--- src/rtl/hyper_txn_sched.sv ---
// hyper_txn_sched: round-robin scheduler sharing one HyperBus transfer engine
// between NB_REQ requesters. Grants one request at a time, drives the engine
// start/address/size/direction, and reports per-requester completion plus
// read/write end-of-transfer events.
// Optional watchdog/abort path: define HYPER_TXN_SCHED_TIMEOUT_EN.
module hyper_txn_sched #(
  parameter int unsigned NB_REQ = 4,
  parameter int unsigned ADDR_W = 32,
  parameter int unsigned SIZE_W = 16,
  parameter int unsigned TO_W   = 16
) (
  input  logic                       sys_clk_i,
  input  logic                       rst_i,
  input  logic [NB_REQ-1:0]          req_valid_i,
  output logic [NB_REQ-1:0]          req_ready_o,
  input  logic [NB_REQ*ADDR_W-1:0]   req_addr_i,
  input  logic [NB_REQ*SIZE_W-1:0]   req_size_i,
  input  logic [NB_REQ-1:0]          req_rwn_i,
  output logic                       hyp_start_o,
  output logic [ADDR_W-1:0]          hyp_addr_o,
  output logic [SIZE_W-1:0]          hyp_size_o,
  output logic                       hyp_rwn_o,
  input  logic                       hyp_eot_i,
  output logic                       hyp_abort_o,
  input  logic [TO_W-1:0]            timeout_i,
  output logic [NB_REQ-1:0]          done_o,
  output logic [NB_REQ-1:0]          err_o,
  output logic                       rd_eot_o,
  output logic                       wr_eot_o,
  output logic                       busy_o,
  output logic [$clog2(NB_REQ)-1:0]  cur_id_o
);

  localparam int unsigned IdW = $clog2(NB_REQ);

  localparam logic [1:0] StIdle  = 2'd0;
  localparam logic [1:0] StIssue = 2'd1;
  localparam logic [1:0] StWait  = 2'd2;
  localparam logic [1:0] StDone  = 2'd3;

  logic [1:0]        state_q, state_d;
  logic [IdW-1:0]    rr_q, rr_d;
  logic [IdW-1:0]    cur_id_q, cur_id_d;
  logic [ADDR_W-1:0] addr_q, addr_d;
  logic [SIZE_W-1:0] size_q, size_d;
  logic              rwn_q, rwn_d;

  logic              grant_any;
  logic              found_hi;
  logic [IdW-1:0]    id_hi, id_lo, grant_id;
  logic [ADDR_W-1:0] grant_addr;
  logic [SIZE_W-1:0] grant_size;
  logic              grant_rwn;
  logic [IdW-1:0]    rr_next;
  logic              to_hit;

  // Round-robin pick: lowest valid index >= rr_q, else lowest valid overall (wrap).
  always_comb begin
    grant_any = 1'b0;
    found_hi  = 1'b0;
    id_hi     = '0;
    id_lo     = '0;
    for (int i = NB_REQ - 1; i >= 0; i--) begin
      if (req_valid_i[i]) begin
        grant_any = 1'b1;
        id_lo     = IdW'(i);
        if (IdW'(i) >= rr_q) begin
          found_hi = 1'b1;
          id_hi    = IdW'(i);
        end
      end
    end
    grant_id = found_hi ? id_hi : id_lo;
  end

  // Select the winning requester's transfer fields.
  always_comb begin
    grant_addr = '0;
    grant_size = '0;
    grant_rwn  = 1'b0;
    for (int i = 0; i < NB_REQ; i++) begin
      if (IdW'(i) == grant_id) begin
        grant_addr = req_addr_i[i*ADDR_W +: ADDR_W];
        grant_size = req_size_i[i*SIZE_W +: SIZE_W];
        grant_rwn  = req_rwn_i[i];
      end
    end
  end

  assign rr_next = (cur_id_q == IdW'(NB_REQ - 1)) ? '0 : cur_id_q + 1'b1;

`ifdef HYPER_TXN_SCHED_TIMEOUT_EN
  logic [TO_W-1:0] to_cnt_q, to_cnt_d;

  // Watchdog fires when the WAIT-cycle count reaches a nonzero limit.
  always_comb begin
    to_cnt_d = to_cnt_q;
    if (state_q == StIssue) begin
      to_cnt_d = '0;
    end else if (state_q == StWait) begin
      to_cnt_d = to_cnt_q + 1'b1;
    end
    to_hit = (state_q == StWait) && (timeout_i != '0) && (to_cnt_q == timeout_i);
  end

  // Watchdog counter register.
  always_ff @(posedge sys_clk_i or posedge rst_i) begin
    if (rst_i) begin
      to_cnt_q <= '0;
    end else begin
      to_cnt_q <= to_cnt_d;
    end
  end
`else
  logic unused_timeout;
  assign unused_timeout = ^timeout_i;
  assign to_hit         = 1'b0;
`endif

  // FSM next-state and transaction capture.
  always_comb begin
    state_d  = state_q;
    rr_d     = rr_q;
    cur_id_d = cur_id_q;
    addr_d   = addr_q;
    size_d   = size_q;
    rwn_d    = rwn_q;
    unique case (state_q)
      StIdle: begin
        if (grant_any) begin
          cur_id_d = grant_id;
          addr_d   = grant_addr;
          size_d   = grant_size;
          rwn_d    = grant_rwn;
          // A zero-byte request completes without touching the engine.
          state_d  = (grant_size != '0) ? StIssue : StDone;
        end
      end
      StIssue: state_d = StWait;
      StWait: begin
        // EOT takes priority over a coincident timeout.
        if (hyp_eot_i) begin
          state_d = StDone;
        end else if (to_hit) begin
          rr_d    = rr_next;
          state_d = StIdle;
        end
      end
      StDone: begin
        rr_d    = rr_next;
        state_d = StIdle;
      end
      default: state_d = StIdle;
    endcase
  end

  // State and transaction registers.
  always_ff @(posedge sys_clk_i or posedge rst_i) begin
    if (rst_i) begin
      state_q  <= StIdle;
      rr_q     <= '0;
      cur_id_q <= '0;
      addr_q   <= '0;
      size_q   <= '0;
      rwn_q    <= 1'b0;
    end else begin
      state_q  <= state_d;
      rr_q     <= rr_d;
      cur_id_q <= cur_id_d;
      addr_q   <= addr_d;
      size_q   <= size_d;
      rwn_q    <= rwn_d;
    end
  end

  // Output decode; ready is gated by reset so every output is 0 while rst_i is high.
  always_comb begin
    req_ready_o = '0;
    done_o      = '0;
    err_o       = '0;
    if (state_q == StIdle && grant_any && !rst_i) begin
      req_ready_o = NB_REQ'(1) << grant_id;
    end
    if (state_q == StDone) begin
      done_o = NB_REQ'(1) << cur_id_q;
    end
    if (to_hit && !hyp_eot_i) begin
      err_o = NB_REQ'(1) << cur_id_q;
    end
  end

  assign hyp_abort_o = to_hit && !hyp_eot_i;
  assign hyp_start_o = (state_q == StIssue);
  assign rd_eot_o    = (state_q == StDone) && rwn_q;
  assign wr_eot_o    = (state_q == StDone) && !rwn_q;
  assign busy_o      = (state_q != StIdle);
  assign hyp_addr_o  = addr_q;
  assign hyp_size_o  = size_q;
  assign hyp_rwn_o   = rwn_q;
  assign cur_id_o    = cur_id_q;

endmodule

--- config.mk ---
export PLATFORM = sky130hd
export DESIGN_NAME = hyper_txn_sched
export DESIGN_NICKNAME = d
export VERILOG_FILES = /design/src/rtl/hyper_txn_sched.sv
export SDC_FILE = /design/constraint.sdc
export NUM_CORES = 1
export LEC_CHECK = 0
export CORE_MARGIN = 8
export CORE_UTILIZATION = 28
export CTS_BUF_LIST = sky130_fd_sc_hd__clkbuf_16
export DETAILED_ROUTE_END_ITERATION = 16
export PLACE_DENSITY = 0.68
export SYNTH_ARGS = -nofsm -noshare
export SYNTH_HDL_FRONTEND = slang
export SYNTH_SLANG_ARGS = --single-unit
--- constraint.sdc ---
create_clock -name sys_clk_i -period 2.5 [get_ports sys_clk_i]
set_clock_uncertainty 0.05 [all_clocks]
set_input_delay 0.375 -clock sys_clk_i [delete_from_list [all_inputs] [get_ports sys_clk_i]]
set_output_delay 0.375 -clock sys_clk_i [all_outputs]
set_load 0.005 [all_outputs]
### Word-level counts from Yosys, hierarchy flattened

Cells that the tools add are included.

| storage, ports and cells | value |
|---|---|
| bits in registers | 55 |
| latch bits | 0 |
| RAM bits | 0 |
| memory bits (read-only) | 0 |
| input bits | 219 |
| output and inout port bits | 68 |
| word-level logic and storage cells | 78 |
| memories | 0 |

| operators by class | value |
|---|---|
| add/subtract/negate cells | 1 |
| multiply operators | 0 |
| div/mod/pow operators | 0 |
| order comparisons | 4 |
| equal/unequal tests | 9 |
| shift-type cells | 2 |
| muxes and demuxes | 44 |
| bitwise operators | 0 |
| reduce and logical (&&, ||, !) cells | 12 |

Operators by type and width:

| operator | number |
|---|---|
| two-way mux 32 bit | 4 |
| two-way mux 16 bit | 4 |
| two-way mux 2 bit | 17 |
| two-way mux 1 bit | 16 |
| nonzero test 16 bit | 1 |
| two-way mux 4 bit | 2 |
| case mux 2 bit (4 select lines) | 1 |
| left shift 1 x 2 -> 4 bit (first input constant) | 2 |
| equality test 2 bit (second input constant) | 3 |
| equality test 2 bit (first input constant) | 2 |
| greater-or-equal comparator 1 x 2 -> 1 bit (first input constant) | 2 |
| greater-or-equal comparator 2 bit (first input constant) | 2 |
| logical AND 1 bit | 4 |
| zero test 2 bit | 2 |
| != test 2 bit (second input constant) | 2 |
| AND reduction 2 bit | 2 |
| adder 2 x 1 -> 2 bit (second input constant) | 1 |
| equality test 1 x 2 -> 1 bit (first input constant) | 1 |
| equality test 2 x 1 -> 1 bit (second input constant) | 1 |
| zero test 1 bit | 2 |
| nonzero test 2 bit | 1 |

### Logic depth before layout (Yosys ltp)

Gate-level depths: netlist of the first run.

| depth | value |
|---|---|
| word-level depth | 19 |
| mapped depth | 10 |
| gate-level depth less buffers | 8 |

### Least setup slack after synthesis of the first run

Ideal clock, no wire load.

| timing path | value |
|---|---|
| kind | input to output |
| from | input req_valid_i[2] |
| to | output req_ready_o[0] |
| arrival | 1.942 ns |
| required time | 2.075 ns |
| setup slack | 0.133 ns |
| cell stages on the path | 4 |
| path buffers | 2 |
| path through | o41ai_1 clkbuf_1 clkbuf_1 nor4_1 |

| between the ends | value |
|---|---|
| longest elaborated chain between the ends | 8 |
| elaborated cells on any way between the ends | 21 |
| classes of those cells | 1 x shift; 18 x mux; 2 x reduce/logical |

RTL lines:

| what | RTL line | source |
|---|---|---|
| start: declaration | 14 | `input logic [NB_REQ-1:0] req_valid_i,` |
| two-way mux 2 bit / two-way mux 1 bit (equally long branches) | 64 | `if (req_valid_i[i]) begin` |
| two-way mux 2 bit / two-way mux 1 bit (equally long branches) | 67 | `if (IdW'(i) >= rr_q) begin` |
| two-way mux 2 bit / two-way mux 1 bit (equally long branches) | 64 |  |
| two-way mux 2 bit / two-way mux 1 bit (equally long branches) | 67 |  |
| two-way mux 2 bit / two-way mux 1 bit (equally long branches) | 64 |  |
| two-way mux 2 bit | 73 | `grant_id = found_hi ? id_hi : id_lo;` |
| left shift 1 x 2 -> 4 bit | 182 | `req_ready_o = NB_REQ'(1) << grant_id;` |
| two-way mux 4 bit * | 181 | `if (state_q == StIdle && grant_any && !rst_i) begin` |
| end: declaration | 15 | `output logic [NB_REQ-1:0] req_ready_o,` |

Every way passes the cells marked *; elsewhere a longest branch is shown, timed or not.

### Final worst setup path of the first run

| timing path | value |
|---|---|
| from | register rr_q[0] |
| to | output req_ready_o[2] |

| between the ends | value |
|---|---|
| longest elaborated chain between the ends | 12 |
| elaborated cells on any way between the ends | 23 |
| classes of those cells | 4 x order compare; 1 x shift; 18 x mux |

RTL lines:

| what | RTL line | source |
|---|---|---|
| start: declaration | 42 | `logic [IdW-1:0] rr_q, rr_d;` |
| start signal: assignment | 168 | `rr_q <= rr_d;` |
| greater-or-equal comparator 2 bit | 67 |  |
| two-way mux 2 bit / two-way mux 1 bit (equally long branches) | 67 |  |
| two-way mux 2 bit / two-way mux 1 bit (equally long branches) | 64 |  |
| two-way mux 2 bit / two-way mux 1 bit (equally long branches) | 67 |  |
| two-way mux 2 bit / two-way mux 1 bit (equally long branches) | 64 |  |
| two-way mux 2 bit / two-way mux 1 bit (equally long branches) | 67 |  |
| two-way mux 2 bit / two-way mux 1 bit (equally long branches) | 64 |  |
| two-way mux 2 bit / two-way mux 1 bit (equally long branches) | 67 |  |
| two-way mux 2 bit / two-way mux 1 bit (equally long branches) | 64 |  |
| two-way mux 2 bit * | 73 |  |
| left shift 1 x 2 -> 4 bit * | 182 |  |
| two-way mux 4 bit * | 181 |  |

Marks and branches as above.

==> results.sh, run 1 <==
export IMPL_layout_drive_gt1_share_pct=8.99
export IMPL_via_per_inst=4.58
export IMPL_synthArstFlopShare_pct=100
export IMPL_power_frac_seq_pct=23.3
export IMPL_report_final_slew_viol_count=0
export IMPL_status="completed"
export IMPL_ys_warn_count=0
export IMPL_dpl_cell_count=1015
export IMPL_grt_max_degree=59
export IMPL_hold_violations=0
export IMPL_syn_inst=572
export IMPL_hold_slack_ns=0.428
export IMPL_synth_top_cell_area_share_pct=35.4
export IMPL_path_class="flip-flop to output pin"
export IMPL_antenna_found_initial=0
export IMPL_ant_nets=0
export IMPL_wire_per_inst_um=16.1
export IMPL_num_vias=4690
export IMPL_clk_latency_ns=0.29
export IMPL_h_tree_depth=2
export IMPL_cpMostUsedCell="buf_4"
export IMPL_crit_slowest_cell="dfrtp_1"
export IMPL_avgSynthCellArea_um2=6.79
export IMPL_power_density_mw_per_mm2=961
export IMPL_grt_pass1_wl_um=26300
export IMPL_grt_overflow=0
export IMPL_drtIter0Drc=228
export IMPL_start_util_pct=28.3
export IMPL_die_area_mm2=0.0179
export IMPL_p_int_mw=4.15
export IMPL_die_h_um=134
export IMPL_fin_ws_ns=0.0769
export IMPL_switchingPower_mw=2.83
export IMPL_grtUsageTotal_pct=18.1
export IMPL_drt_total_wl_um=16500
export IMPL_cp_end_kind="output pin"
export IMPL_critPathTopFamily="buffers and inverters"
export IMPL_cts_sinks=55
export IMPL_root_buffer="clkbuf_16"
export IMPL_syn_area_mm2=0.00389
export IMPL_synthSimpleGateAreaFrac_pct=38.9
export IMPL_worstPathRequired_ns=2.08
export IMPL_finalNonFillerCells=1025
export IMPL_synth_edf_count=0
export IMPL_fp_coreArea_mm2=0.0137
export IMPL_crit_chain="nand2b_1, a21oi_2, a211oi_4, buf_4, buf_4, nor4_1, clkdlybuf4s15_1"
export IMPL_switching_share_pct=40.6
export IMPL_synth_compound_area_share_pct=9.59
export IMPL_nets=1072
export IMPL_yosysSeqAreaShare_pct=35.4
export IMPL_std_cell_rows=43
export IMPL_path_max_fanout=4
export IMPL_io_buffers=265
export IMPL_die_w_um=134
export IMPL_crit_path_max_incr_delay_ns=0.43
export IMPL_synth_area_top_cells="dfrtp_1 35%, nand2_1 25%, nand3_1 11%, o21ai_0 5.9%, mux2i_1 4.4%"
export IMPL_pre_cts_ws_ns=-0.497
export IMPL_max_vdd_ir_drop_v=0.000491
export IMPL_total_power_mw=6.98
export IMPL_synth_cell_type_count=35
export IMPL_place_congestion=0.801
export IMPL_synthMostInstantiatedCell="nand2_1"
export IMPL_yosys_area_top_type="dfrtp_1"
export IMPL_pwr_share_clk_pct=11.4
export IMPL_rsz0062_at_grt="true"
export IMPL_utilization_pct=53.0
export IMPL_cts_tree="yes"
export IMPL_clock_path_buffers=2
export IMPL_cts_hold_buf=0
export IMPL_yosys_area_share_adder_pct=2.90
export IMPL_firstDrtPassIters=4
export IMPL_synth_top_family_by_area="simple AND/OR/NAND/NOR gates"
export IMPL_final_min_clock_period_ns=2.42
export IMPL_comb_power_share_pct=65.4
export IMPL_cap_violations=0
export IMPL_period_share_pct=96.9
export IMPL_drc=0
export IMPL_antenna_cells=0
export IMPL_hp_class="flip-flop to flip-flop"
export IMPL_ys_ff_latch=55
export IMPL_synth_mux_area_share_pct=6.99
export IMPL_cp_arrival_ns=2.00
export IMPL_area_growth_pct=87.1
export IMPL_num_fill_cells=1337
export IMPL_synthFlopType="dfrtp_1"
export IMPL_path_buf_inv=3
export IMPL_grt_pass1_vias=4842
export IMPL_clk_pin_slew_ns=0.07
export IMPL_p_leak_nw=3.28
export IMPL_ioPinCount=287
export IMPL_synth_xor_area_share_pct=0
export IMPL_finalSetupViolCount=0
export IMPL_synth_commonest_cells="259 x nand2_1, 82 x nand3_1, 55 x dfrtp_1, 46 x o21ai_0, 27 x clkbuf_1"
export IMPL_critical_path_startpoint_type="flip-flop"
export IMPL_clock_fmax_mhz=413
export IMPL_dpl_hpwl_um=13200
export IMPL_numCtsBuffers=5
[flip-flops by register name (all words and copies together) (netlist names)]
register / cells
hyp_addr_o: 32
hyp_rwn_o: 1
state_q: 2
cur_id_o: 2
rr_q: 2
hyp_size_o: 16
[worst paths after layout]
path / startpoint / end / slack [ns] / cells after the start
min: hyp_size_o[7] / hyp_size_o[7] / 0.43 / 2
max reg2reg: rr_q[0] / state_q[1] / 0.16 / 8
max: rr_q[0] / req_ready_o[2] / 0.08 / 7
min reg2reg: hyp_size_o[7] / hyp_size_o[7] / 0.43 / 2
max in group asynchronous: rst_i / hyp_size_o[0] / 1.47 / 3
min in group asynchronous: rst_i / hyp_addr_o[12] / 0.67 / 3
[metal layers]
metal / routed length (µm) / global-route usage, % / vias up
li1: - / - / 2414
met5: 0 / 0 / -
met3: 1240 / 4.86 / 12
met4: 266 / 4.37 / 0
met2: 8080 / 31.2 / 161
met1: 6930 / 22.0 / 2103
[cell families (layout without fill, tap and decap cells)]
| group | count (synthesis) | in the layout |
|---|---|---|
| other cells | 1 | 5 |
| mux | 26 | 26 |
| flops | 55 | 55 |
| buf+inv | 56 | 325 |
| simple gates | 362 | 362 |
| fa+ha+maj | 9 | 9 |
| compound gates | 63 | 63 |
[repair_timing]
| action | CTS | global route |
|---|---|---|
| setup endpoints to repair | 5 | 4 |
| cloned | 0 | 0 |
| pin swaps | 4 | 0 |
| setup buffers | 2 | 0 |
| gates resized for setup | 24 | 4 |
[worst register-to-register path, stage by stage, from the launching register on]
cell     delay, ns
dfrtp_1       0.42
inv_1         0.09
a21oi_2       0.17
o32a_4        0.24
mux2i_1       0.18
mux2_2        0.18
a21bo_1       0.19
or4_1         0.51
o31ai_2       0.21
[placed cells by master, fill, tap and decap left out, types with 8 or more instances in the layout]
master / synthesis / layout
nand2_1: 259 / 259
buf_4: 5 / 32
mux2i_1: 17 / 17
ha_1: 9 / 9
o21ai_0: 46 / 46
nand3_1: 82 / 82
clkdlybuf4s50_1: 0 / 257
dfrtp_1: 55 / 55
inv_1: 11 / 9
buf_12: 0 / 8
mux2_2: 8 / 9
[power by group through the flow]
stage / clock (mW) / sequential, mW / combinational [mW]
after global routing: 0.864 / 1.68 / 5.10
after CTS: 0.825 / 1.63 / 4.63
after floorplan: 0 / 1.64 / 2.16
final: 0.794 / 1.63 / 4.56
after detailed placement: 0 / 1.64 / 4.52
after global placement: 0 / 1.62 / 4.51
[area by class of cell]
type,count,area (µm²),area share (%)
inverter,11,41.3,0.568
multi-input combinational,465,2400,33.0
clock inverter,3,38.8,0.534
tap,180,225,3.10
clock buffer,5,125,1.72
timing repair buffer,306,3060,42.2
sequential,55,1380,18.9
[stage by stage]
step	cell area (µm²)	setup TNS [ns]
2_1_floorplan	3900	0
3_3_place_gp	7000	-7.25
3_5_place_dp	7000	-7.76
4_1_cts	7250	0
5_1_grt	7270	-0.0405
6_report	7270	0
Power figures use the tool's default switching activity.
==> inputs of run 2 (changes only) <==
Settings changed: CORE_ASPECT_RATIO set to 0.6.
==> results.sh, run 2 (synthesis results as in run 1) <==
export IMPL_antenna_found_initial=0
export IMPL_clk_latency_ns=0.29
export IMPL_antenna_cells=0
export IMPL_die_area_mm2=0.0180
export IMPL_cp_depth=10
export IMPL_nets=1091
export IMPL_layout_drive_gt1_share_pct=11.2
export IMPL_clk_pin_slew_ns=0.08
export IMPL_h_tree_depth=2
export IMPL_crit_path_max_incr_delay_ns=0.54
export IMPL_status="completed"
export IMPL_path_class="input port to flip-flop"
export IMPL_final_min_clock_period_ns=2.42
export IMPL_num_vias=4743
export IMPL_pre_cts_ws_ns=-0.432
export IMPL_utilization_pct=53.6
export IMPL_hold_violations=0
export IMPL_layout_commonest_cell="nand2_1"
export IMPL_ant_nets=0
export IMPL_r2r_end="state_q[1]"
export IMPL_r2r_start="rr_q[1]"
export IMPL_report_final_slew_viol_count=0
export IMPL_root_buffer="clkbuf_16"
export IMPL_regArea_mm2=0.00138
export IMPL_drt_total_wl_um=17000
export IMPL_fp_coreArea_mm2=0.0136
export IMPL_cp_end_kind="flip-flop"
export IMPL_cap_violations=0
export IMPL_reg2reg_depth=8
export IMPL_critical_path_startpoint_type="input port"
export IMPL_grt_pass1_wl_um=26200
export IMPL_clock_path_buffers=2
export IMPL_ioPinCount=287
export IMPL_grtUsageTotal_pct=18.0
export IMPL_power_density_mw_per_mm2=964
export IMPL_finalSetupViolCount=0
export IMPL_die_h_um=107
export IMPL_multi_input_area_mm2=0.00239
export IMPL_numCtsBuffers=5
export IMPL_place_congestion=0.832
export IMPL_fin_ws_ns=0.0843
export IMPL_path_max_fanout=6
export IMPL_crit_slowest_cell="or4_4"
export IMPL_dpl_hpwl_um=13800
export IMPL_std_cell_rows=33
export IMPL_max_vdd_ir_drop_v=0.000580
export IMPL_cts_sinks=55
export IMPL_drtIter0Drc=262
export IMPL_cp_arrival_ns=2.58
export IMPL_setup_tns_ns=0
export IMPL_firstDrtPassIters=4
export IMPL_drc=0
export IMPL_path_buf_inv=2
export IMPL_wire_per_inst_um=16.3
export IMPL_cts_hold_buf=0
export IMPL_critPathTopFamily="compound AO/OA/AOI/OAI gates"
export IMPL_clock_fmax_mhz=414
export IMPL_largest_reg_flops=32
export IMPL_die_w_um=168
export IMPL_grt_overflow=0
export IMPL_mostFrequentLayoutCells="259 x nand2_1, 257 x clkdlybuf4s50_1, 82 x nand3_1"
export IMPL_hp_class="flip-flop to flip-flop"
export IMPL_crit_path_end="state_q[1]"
export IMPL_crit_chain="dlygate4sd2_1, nand2b_4, a21oi_2, o32a_4, buf_4, mux2i_1, mux2_2, a21bo_1, or4_4, o31ai_4"
export IMPL_grt_max_degree=57
export IMPL_via_per_inst=4.56
export IMPL_worstPathRequired_ns=2.66
export IMPL_area_growth_pct=87.9
export IMPL_r2r_slack_ns=0.10
export IMPL_num_fill_cells=1330
export IMPL_start_util_pct=28.5
export IMPL_p_leak_nw=3.34
export IMPL_cts_tree="yes"
export IMPL_grt_pass1_vias=4857
export IMPL_period_share_pct=96.6
export IMPL_crit_start="req_valid_i[2]"
export IMPL_io_buffers=265
## run 2: changes by cell type in the layout (fill, tap and decap cells not counted), moves of 2 or more
cell and change:
buf_4 +24, buf_12 -6, nor4_4 -2, clkinvlp_4 +2, nor4_2 +2, nor2_2 -2, nor2_1 +2
## run 2: how the worst min path moves through the flow
| stage | from | end | cells after the start |
|---|---|---|---|
| after floorplan | hyp_addr_o[0] | hyp_addr_o[0] | 2 |
| after global placement | hyp_addr_o[21] | hyp_addr_o[21] | 2 |
| after detailed placement | hyp_size_o[4] | hyp_size_o[4] | 2 |
| after CTS | hyp_size_o[4] | hyp_size_o[4] | 2 |
| after global routing | hyp_size_o[1] | hyp_size_o[1] | 2 |
| final | hyp_size_o[4] | hyp_size_o[4] | 2 |
## run 2: metrics by stage
stage	instance area (µm²)	instances	total power, mW	hold slack, ns
floorplan	3900	576	3.81	0.423
detailed placement	6980	1018	6.17	0.419
global placement	6980	1018	6.12	0.412
global route	7300	1039	7.70	0.456
finish	7300	1039	7.04	0.430
CTS	7180	1029	6.96	0.437
## run 2: cell type report
cell class	count	share of cell area (%)
clock buffer	5	1.71
clock inverter	3	0.326
inverter	11	0.565
multi-input combinational	465	32.7
sequential	55	18.9
tap	175	3.00
timing repair buffer	325	42.8
## run 2: repair_timing
action / CTS / global route
hold endpoints to repair: 0 / 0
pin swaps: 2 / 6
setup endpoints to repair: 5 / 16
setup buffers: 3 / 10
resized for setup: 16 / 17
## run 2: worst min-delay path: stages (launching register included)
cell and delay, ns:
dfrtp_1 0.34, nand2_1 0.05, o21ai_0 0.06
## run 2: per-layer routing
layer / wire [µm] / global-route usage (%) / up-vias / part of all wire, %
met5: 0 / 0 / - / 0
met4: 73 / 2.22 / 0 / 0.43
met3: 1470 / 6.92 / 7 / 8.6
met2: 7610 / 28.7 / 160 / 45
met1: 7820 / 23.3 / 2122 / 46
li1: - / - / 2454 / -
## run 2: where the power goes
part | total, mW | switching, mW | leakage, nW | internal [mW]
Clock | 0.716 | 0.340 | 0.0664 | 0.376
Combinational | 4.69 | 2.30 | 2.60 | 2.40
Sequential | 1.63 | 0.280 | 0.670 | 1.35
==> inputs of run 3 (changes only) <==
Settings changed: CORE_MARGIN 8 to 2, CTS_CLUSTER_DIAMETER set to 30.
==> results.sh, run 3 (synthesis results as in run 1) <==
export IMPL_rsz0062_at_grt="true"
export IMPL_cts_tree="yes"
export IMPL_clk_pin_slew_ns=0.07
export IMPL_pwr_share_clk_pct=11.2
export IMPL_std_cell_rows=33
export IMPL_drc=0
export IMPL_hold_slack_ns=0.431
export IMPL_switching_share_pct=40.8
export IMPL_layout_drive_gt1_share_pct=9.95
export IMPL_wire_per_inst_um=14.8
export IMPL_power_frac_seq_pct=23.5
export IMPL_hp_start="hyp_size_o[0]"
export IMPL_dpl_hpwl_um=12200
export IMPL_path_max_fanout=5
export IMPL_start_util_pct=28.6
export IMPL_nets=1081
export IMPL_layout_commonest_cell="nand2_1"
export IMPL_drtIter0Drc=191
export IMPL_switchingPower_mw=2.85
export IMPL_report_final_slew_viol_count=0
export IMPL_cp_end_kind="flip-flop"
export IMPL_cp_arrival_ns=2.58
export IMPL_firstDrtPassIters=4
export IMPL_grt_max_degree=65
export IMPL_max_vdd_ir_drop_v=0.000567
export IMPL_place_congestion=0.816
export IMPL_drt_total_wl_um=15200
export IMPL_mostFrequentLayoutCells="259 x nand2_1, 257 x clkdlybuf4s50_1, 82 x nand3_1"
export IMPL_antenna_found_initial=0
export IMPL_relSlewSlack_pct=62.1
export IMPL_crit_start="req_valid_i[0]"
export IMPL_die_w_um=156
export IMPL_cap_violations=0
export IMPL_clock_fmax_mhz=412
export IMPL_cts_sinks=55
export IMPL_worst_pin_slew_ns=0.569
export IMPL_final_min_clock_period_ns=2.43
export IMPL_finalSetupViolCount=0
export IMPL_die_area_mm2=0.0149
export IMPL_antenna_cells=0
export IMPL_numCtsBuffers=5
export IMPL_grtUsageTotal_pct=19.8
export IMPL_ioPinCount=287
export IMPL_grt_pass1_vias=4601
export IMPL_ant_nets=0
export IMPL_comb_power_share_pct=65.3
export IMPL_grt_overflow=0
export IMPL_clk_latency_ns=0.28
export IMPL_fp_coreArea_mm2=0.0136
export IMPL_worstPathRequired_ns=2.65
export IMPL_via_per_inst=4.66
export IMPL_cts_hold_buf=0
export IMPL_path_class="input port to flip-flop"
export IMPL_critical_path_startpoint_type="input port"
export IMPL_p_leak_nw=3.31
export IMPL_pre_cts_ws_ns=-0.441
export IMPL_clock_path_buffers=2
export IMPL_area_growth_pct=86.7
export IMPL_h_tree_depth=2
export IMPL_r2r_start="rr_q[0]"
export IMPL_p_int_mw=4.13
export IMPL_largest_reg_flops=32
export IMPL_hold_violations=0
export IMPL_io_buffers=265
export IMPL_num_vias=4796
export IMPL_period_share_pct=97.2
export IMPL_status="completed"
export IMPL_die_h_um=95.3
export IMPL_fin_ws_ns=0.0710
export IMPL_power_density_mw_per_mm2=962
export IMPL_grt_pass1_wl_um=23200
export IMPL_root_buffer="clkbuf_16"
export IMPL_hp_class="flip-flop to flip-flop"
## run 3: cell types whose count changed in the layout (fill, tap and decap cells not counted), moves of 2 or more
cell,change
a21oi_2,+2
inv_2,-2
inv_1,+2
buf_4,-12
clkinvlp_4,-2
## run 3: through the flow
step,total power [mW],utilization [%],setup TNS (ns),area (µm²),cells
2_1_floorplan,3.81,-,0,3900,576
3_3_place_gp,6.01,51.2,-7.75,6960,1013
3_5_place_dp,6.07,51.2,-9.45,6960,1013
4_1_cts,6.95,52.9,0,7180,1022
5_1_grt,7.64,53.4,-0.0324,7260,1029
6_report,6.98,53.4,0,7260,1029
## run 3: path summary, 6_finish.rpt
check	cells after the start	slack, ns	endpoint
hold / removal	2	0.43	hyp_size_o[0]
setup / recovery	10	0.07	state_q[1]
min in group asynchronous	3	0.62	hyp_addr_o[9]
max in group asynchronous	3	1.52	hyp_size_o[5]
setup reg to reg	9	0.09	state_q[1]
hold reg to reg	2	0.43	hyp_size_o[0]
## run 3: timing repair
item | in CTS | in global routing
gates resized for setup | 20 | 11
buffers inserted | 1 | 7
pin swaps | 6 | 6
setup endpoints to repair | 5 | 15
## run 3: worst max-delay path, stage by stage
cell	delay, ns
clkdlybuf4s15_1	0.28
inv_1	0.14
o22ai_2	0.10
buf_4	0.16
a211oi_4	0.26
buf_4	0.16
mux2_4	0.15
a21bo_1	0.21
or4_4	0.51
o31ai_2	0.22
## run 3: final cells by class
type	instances	area, µm²
clock inverters	3	38.8
clock buffers	5	125
well taps	175	219
repair buffers	315	3070
multi-input cells	465	2390
fillers	1355	6330
inverters	11	41.3
flip-flops and latches	55	1380
## run 3: power groups by stage
stage	combinational [mW]	sequential, mW	clock [mW]
3_3_place_gp	4.38	1.62	0
3_5_place_dp	4.42	1.65	0
6_report	4.56	1.64	0.783
4_1_cts	4.50	1.64	0.807
2_1_floorplan	2.16	1.64	0
5_1_grt	5.08	1.71	0.850
## run 3: metal layers
metal | GRT usage [%] | routed length [µm]
met5 | 0 | 0
met4 | 3.67 | 202
met3 | 7.41 | 1420
met2 | 31.2 | 6410
met1 | 26.2 | 7200
